<file path="config.mk">
export PLATFORM = sky130hd
export DESIGN_NAME = ps2_key_decoder_flat
export DESIGN_NICKNAME = d
export VERILOG_FILES = /design/src/rtl/ps2_key_decoder_if.sv /design/src/rtl/ps2_key_decoder.sv /design/src/flat_wrapper.sv
export SDC_FILE = /design/constraint.sdc
export NUM_CORES = 1
export LEC_CHECK = 0
export ABC_AREA = 1
export CAP_MARGIN = 10
export CORE_MARGIN = 4
export CORE_UTILIZATION = 57
export DETAILED_ROUTE_END_ITERATION = 10
export PLACE_DENSITY = 0.86
export SLEW_MARGIN = 0
export SYNTH_ARGS = -nofsm -noshare
export SYNTH_HDL_FRONTEND = slang
export SYNTH_SLANG_ARGS = --single-unit
</file>
<file path="constraint.sdc">
create_clock -name clk -period 4.8 [get_ports clk]
set_input_delay 0.96 -clock clk [delete_from_list [all_inputs] [get_ports clk]]
set_output_delay 0.96 -clock clk [all_outputs]
set_load 0.01 [all_outputs]
</file>
<file path="src/rtl/ps2_key_decoder_if.sv">
// rtl/ps2_key_decoder_if.sv - PS/2 receiver FIFO handshake bundle
interface ps2_key_decoder_if;
  // Head of the receiver FIFO, valid while ready is high
  logic [7:0] data;
  // Receiver FIFO non-empty
  logic       ready;
  // Receiver FIFO overflow indication
  logic       overflow;
  // Active-low pop, one cycle per consumed byte
  logic       nextdata_n;

  // FIFO side: presents bytes, observes pops
  modport master (
    output data,
    output ready,
    output overflow,
    input  nextdata_n
  );

  // Decoder side: consumes bytes, issues pops
  modport slave (
    input  data,
    input  ready,
    input  overflow,
    output nextdata_n
  );
endinterface

</file>
<file path="src/rtl/ps2_key_decoder.sv">
// rtl/ps2_key_decoder.sv - PS/2 set-2 scan-code decoder with make/break tracking
module ps2_key_decoder (
  input  logic                  clk,
  input  logic                  rst,
  ps2_key_decoder_if.slave      rx,
  output logic [7:0]            key_code,
  output logic                  key_ext,
  output logic [7:0]            key_ascii,
  output logic                  key_down,
  output logic                  key_event,
  output logic [7:0]            press_count,
  output logic                  ovf_seen
);

  localparam logic [7:0] BRK_PREFIX = 8'hF0;
  localparam logic [7:0] EXT_PREFIX = 8'hE0;

  // IDLE waits for a byte and pops it; ACK decodes it and guarantees
  // the pop strobe is released before the FIFO head is looked at again.
  typedef enum logic {
    S_IDLE = 1'b0,
    S_ACK  = 1'b1
  } state_t;

  state_t     state_q;
  logic       nextdata_n_q;
  logic [7:0] byte_q;
  logic       brk_pend_q;
  logic       ext_pend_q;
  logic [7:0] key_code_q;
  logic       key_ext_q;
  logic       key_down_q;
  logic       key_event_q;
  logic [7:0] press_count_q;
  logic       ovf_seen_q;

  logic       match_d;
  logic [7:0] press_count_d;
  logic [7:0] key_ascii_d;

  // Same key (code and extension) as the one currently held
  always_comb begin
    match_d = key_down_q && (byte_q == key_code_q) && (ext_pend_q == key_ext_q);
  end

  // Press counter wraps naturally at 8 bits
  always_comb begin
    press_count_d = press_count_q + 8'd1;
  end

  // Handshake FSM plus scan-code decode; all outputs registered
  always_ff @(posedge clk or posedge rst) begin
    if (rst) begin
      state_q       <= S_IDLE;
      nextdata_n_q  <= 1'b1;
      byte_q        <= 8'h00;
      brk_pend_q    <= 1'b0;
      ext_pend_q    <= 1'b0;
      key_code_q    <= 8'h00;
      key_ext_q     <= 1'b0;
      key_down_q    <= 1'b0;
      key_event_q   <= 1'b0;
      press_count_q <= 8'h00;
      ovf_seen_q    <= 1'b0;
    end else begin
      key_event_q <= 1'b0;
      if (rx.overflow) begin
        ovf_seen_q <= 1'b1;
      end
      case (state_q)
        S_IDLE: begin
          if (rx.ready) begin
            byte_q       <= rx.data;
            nextdata_n_q <= 1'b0;
            state_q      <= S_ACK;
          end else begin
            nextdata_n_q <= 1'b1;
          end
        end
        S_ACK: begin
          nextdata_n_q <= 1'b1;
          state_q      <= S_IDLE;
          if (byte_q == BRK_PREFIX) begin
            brk_pend_q <= 1'b1;
          end else if (byte_q == EXT_PREFIX) begin
            ext_pend_q <= 1'b1;
          end else if (brk_pend_q) begin
            // Release: only the held key (incl. extension) drops key_down
            if (match_d) begin
              key_down_q <= 1'b0;
            end
            brk_pend_q <= 1'b0;
            ext_pend_q <= 1'b0;
          end else begin
            // Make: a repeat of the held key is typematic and ignored
            if (!match_d) begin
              key_code_q    <= byte_q;
              key_ext_q     <= ext_pend_q;
              key_down_q    <= 1'b1;
              press_count_q <= press_count_d;
              key_event_q   <= 1'b1;
            end
            ext_pend_q <= 1'b0;
          end
        end
        default: begin
          nextdata_n_q <= 1'b1;
          state_q      <= S_IDLE;
        end
      endcase
    end
  end

  // Set-2 code to ASCII; extended codes never map to a character
  always_comb begin
    key_ascii_d = 8'h00;
    if (!key_ext_q) begin
      case (key_code_q)
        8'h1C: key_ascii_d = 8'h61; // a
        8'h32: key_ascii_d = 8'h62; // b
        8'h21: key_ascii_d = 8'h63; // c
        8'h23: key_ascii_d = 8'h64; // d
        8'h24: key_ascii_d = 8'h65; // e
        8'h2B: key_ascii_d = 8'h66; // f
        8'h34: key_ascii_d = 8'h67; // g
        8'h33: key_ascii_d = 8'h68; // h
        8'h43: key_ascii_d = 8'h69; // i
        8'h3B: key_ascii_d = 8'h6A; // j
        8'h42: key_ascii_d = 8'h6B; // k
        8'h4B: key_ascii_d = 8'h6C; // l
        8'h3A: key_ascii_d = 8'h6D; // m
        8'h31: key_ascii_d = 8'h6E; // n
        8'h44: key_ascii_d = 8'h6F; // o
        8'h4D: key_ascii_d = 8'h70; // p
        8'h15: key_ascii_d = 8'h71; // q
        8'h2D: key_ascii_d = 8'h72; // r
        8'h1B: key_ascii_d = 8'h73; // s
        8'h2C: key_ascii_d = 8'h74; // t
        8'h3C: key_ascii_d = 8'h75; // u
        8'h2A: key_ascii_d = 8'h76; // v
        8'h1D: key_ascii_d = 8'h77; // w
        8'h22: key_ascii_d = 8'h78; // x
        8'h35: key_ascii_d = 8'h79; // y
        8'h1A: key_ascii_d = 8'h7A; // z
        8'h45: key_ascii_d = 8'h30; // 0
        8'h16: key_ascii_d = 8'h31; // 1
        8'h1E: key_ascii_d = 8'h32; // 2
        8'h26: key_ascii_d = 8'h33; // 3
        8'h25: key_ascii_d = 8'h34; // 4
        8'h2E: key_ascii_d = 8'h35; // 5
        8'h36: key_ascii_d = 8'h36; // 6
        8'h3D: key_ascii_d = 8'h37; // 7
        8'h3E: key_ascii_d = 8'h38; // 8
        8'h46: key_ascii_d = 8'h39; // 9
        8'h29: key_ascii_d = 8'h20; // space
        8'h5A: key_ascii_d = 8'h0D; // enter
        default: key_ascii_d = 8'h00;
      endcase
    end
  end

  assign rx.nextdata_n = nextdata_n_q;
  assign key_code      = key_code_q;
  assign key_ext       = key_ext_q;
  assign key_ascii     = key_ascii_d;
  assign key_down      = key_down_q;
  assign key_event     = key_event_q;
  assign press_count   = press_count_q;
  assign ovf_seen      = ovf_seen_q;

endmodule
</file>
<file path="src/flat_wrapper.sv">
// flat-port wrapper written by rule: the top's interface ports become plain ports
module ps2_key_decoder_flat 
  (clk, rst, key_code, key_ext, key_ascii, key_down, key_event, press_count, ovf_seen, rx_data, rx_ready, rx_overflow, rx_nextdata_n);
  ps2_key_decoder_if rx_i ();
  input  logic clk;
  input  logic rst;
  output logic [7:0] key_code;
  output logic key_ext;
  output logic [7:0] key_ascii;
  output logic key_down;
  output logic key_event;
  output logic [7:0] press_count;
  output logic ovf_seen;
  input wire logic [$bits(rx_i.data)-1:0] rx_data;
  input wire logic [$bits(rx_i.ready)-1:0] rx_ready;
  input wire logic [$bits(rx_i.overflow)-1:0] rx_overflow;
  output wire logic [$bits(rx_i.nextdata_n)-1:0] rx_nextdata_n;
  assign rx_i.data = rx_data;
  assign rx_i.ready = rx_ready;
  assign rx_i.overflow = rx_overflow;
  assign rx_nextdata_n = rx_i.nextdata_n;
  ps2_key_decoder u_core (.clk(clk), .rst(rst), .rx(rx_i), .key_code(key_code), .key_ext(key_ext), .key_ascii(key_ascii), .key_down(key_down), .key_event(key_event), .press_count(press_count), .ovf_seen(ovf_seen));
endmodule
</file>
==> impl_metrics.ini <==
[run_status]
status = finished clean

[routing]
avgViaCountPerCell = 5.51
routedWlPerCell_um = 13.7
drtIter0Drc = 164
first_pass_iters = 4
routed_wl_um = 5640
drc = 0
antenna_left = 0
route.vias.total = 2277

[setup_path]
crit_required_ns = 3.84
rrSetupSlack_ns = 2.01
path_class = register to output pin
cp_data_arrival_time_ns = 2.65
reg2reg_from = u_core.key_code[4]
end_kind = output pin
crit_fanout = 22
start_kind = register
crit_path_start = u_core.key_code[3]
ff2ff_path_depth = 10
endpoint = key_ascii[1]
r2r_end = u_core.key_code[1]

[placement]
hpwl_um = 4170
gp_congestion = 0.858
io_buffers = 39
place_area_um2 = 2640

[cells_and_area]
final_cell_mix = nand2_1 (116), clkdlybuf4s50_1 (39), nand3_1 (38)
fin_nets = 385
drive_above_1_share = 0.0521
n_antenna_cell = 0
n_fill_cell = 308
layout_commonest_cell = nand2_1
syn_to_final_growth_pct = 20.1
post-route-util = 0.729
final_area_um2 = 2730

[floorplan]
core_area_um2 = 3740
start_util = 0.607
die_x_um = 71.1
dieHeight_um = 71.1
io_pins = 41
placementRows = 22
die_area_um2 = 5060

[synthesis]
ys_types = 36
syn_inst = 333
synth_area_um2 = 2270
ys_ff_latch = 32
ys_seq_area_frac = 0.353
yosys_warnings = 0
synth_nets = 354
synth.avg_cell_area_um2 = 6.82

[sta]
setup-violations-final = 0
fmaxAchievable_mhz = 277
whs_ns = 0.472
finalHoldViolCount = 0
worst_clock_skew_ns = 0.00568
rsz0062_at_grt = false
totalNegativeSetupSlack_ns = 0
worst_pin_slew_ns = 0.874
layout_min_cycle_time_ns = 3.61
maxSlewHeadroom = 0.415
finalCritPeriodShare = 0.753
final_max_slew_viol_count = 0

[clocking]
ctsResizeCount = 0
cts_tree = done
htreeDepth = 2
clock_latency_ns = 0.28
clk_pin_slew_ns = 0.07
cts_buffers = 5
hold_buffers = 0
cts.path.max_buffers = 2
clock-root-buffer = clkbuf_8
cts_setup_buffers = 0
numClockSinks = 32

[global_route]
track_usage = 0.234
gr-total-overflow = 0
grt_pass1_vias = 2226
grt_max_degree = 23
antenna_found_initial = 0
grt_pass1_wl_um = 9650

[power_and_ir_drop]
power.total_mw = 1.22
ir_drop_v = 0.000325
power_density_nw_per_um2 = 446
p_leak_nw = 1.34

[run]
max_cap_viol_count = 0

[worst_hold_path]
min_path_type = register to register
min_from = u_core.ovf_seen
## how the worst min path moves through the flow
stage / to / depth (start not counted)
6_report: u_core.ovf_seen / 1
5_1_grt: u_core.ovf_seen / 1
4_1_cts: u_core.ovf_seen / 1
3_5_place_dp: u_core.ovf_seen / 1
3_3_place_gp: u_core.ovf_seen / 1
2_1_floorplan: u_core.brk_pend_q / 2
## synthesized netlist by cell type, drive strengths merged
master	count	area share
clkbuf	2	0.0033
nand2	117	0.20
a21oi	15	0.035
nor3	1	0.0022
ha	9	0.050
a21boi	1	0.0033
xnor2	5	0.019
nand4	3	0.0083
o21bai	1	0.0033
nor2	23	0.042
buf	14	0.037
conb	1	0.0017
or2	2	0.0055
dfrtp	31	0.34
o22ai	4	0.011
clkinv	3	0.0050
nand3b	2	0.0066
and2	1	0.0028
a221oi	1	0.0039
inv	28	0.046
dfstp	1	0.012
xor2	3	0.012
o21ai	21	0.050
nand3	40	0.093
a31oi	4	0.011
## cells by family after synthesis
logic type / share of synthesized area
AO/OA/AOI/OAI: 0.117
XOR/XNOR: 0.0308
adder cells (fa/ha/maj): 0.0496
buffers and inverters: 0.0914
flip-flops: 0.353
other: 0.00165
AND/OR/NAND/NOR: 0.357
## layout make-up
cell class,instances,area (um^2),area share
clock buffer,8,90.1,0.0330
multi-input combinational,254,1260,0.463
inverter,31,116,0.0426
timing repair buffer,40,398,0.146
sequential,32,802,0.294
tap,48,60.1,0.0220
## sequential cells by signal, summed over array words and instances, names as in the netlist
signal and count:
u_core.rx.nextdata_n 1, u_core.key_ext 1, u_core.press_count 8, u_core.key_event 1, u_core.state_q 1, u_core.ext_pend_q 1
u_core.brk_pend_q 1, u_core.byte_q 8, u_core.key_down 1, u_core.ovf_seen 1, u_core.key_code 8
## critical path: stages, from the launching register on
cell	delay [ns]
dfrtp_1	0.78
clkinv_1	0.45
nand4_1	0.21
nand3_1	0.09
nand2_1	0.08
nand2_1	0.06
a21oi_1	0.14
clkdlybuf4s50_1	0.56
## power by group
| part | internal [mW] | leakage (nW) | switching, mW |
|---|---|---|---|
| logic | 0.264 | 0.889 | 0.326 |
| clock network | 0.117 | 0.0455 | 0.0948 |
| registers | 0.316 | 0.403 | 0.0992 |
| total | 0.697 | 1.34 | 0.520 |
## routing by layer
metal	vias up	part of all wire	track usage
met5	-	0	0
met4	0	0.023	0.0939
met3	17	0.053	0.0511
met2	88	0.51	0.410
met1	1040	0.41	0.276
li1	1132	-	-
## through the flow
stage / std cells / setup slack, ns
finish: 413 / 1.19
global placement: 405 / 1.53
global route: 413 / 1.03
floorplan: 333 / 2.27
CTS: 413 / 1.25
detailed placement: 405 / 1.57
(Power assumes the default switching activity.)
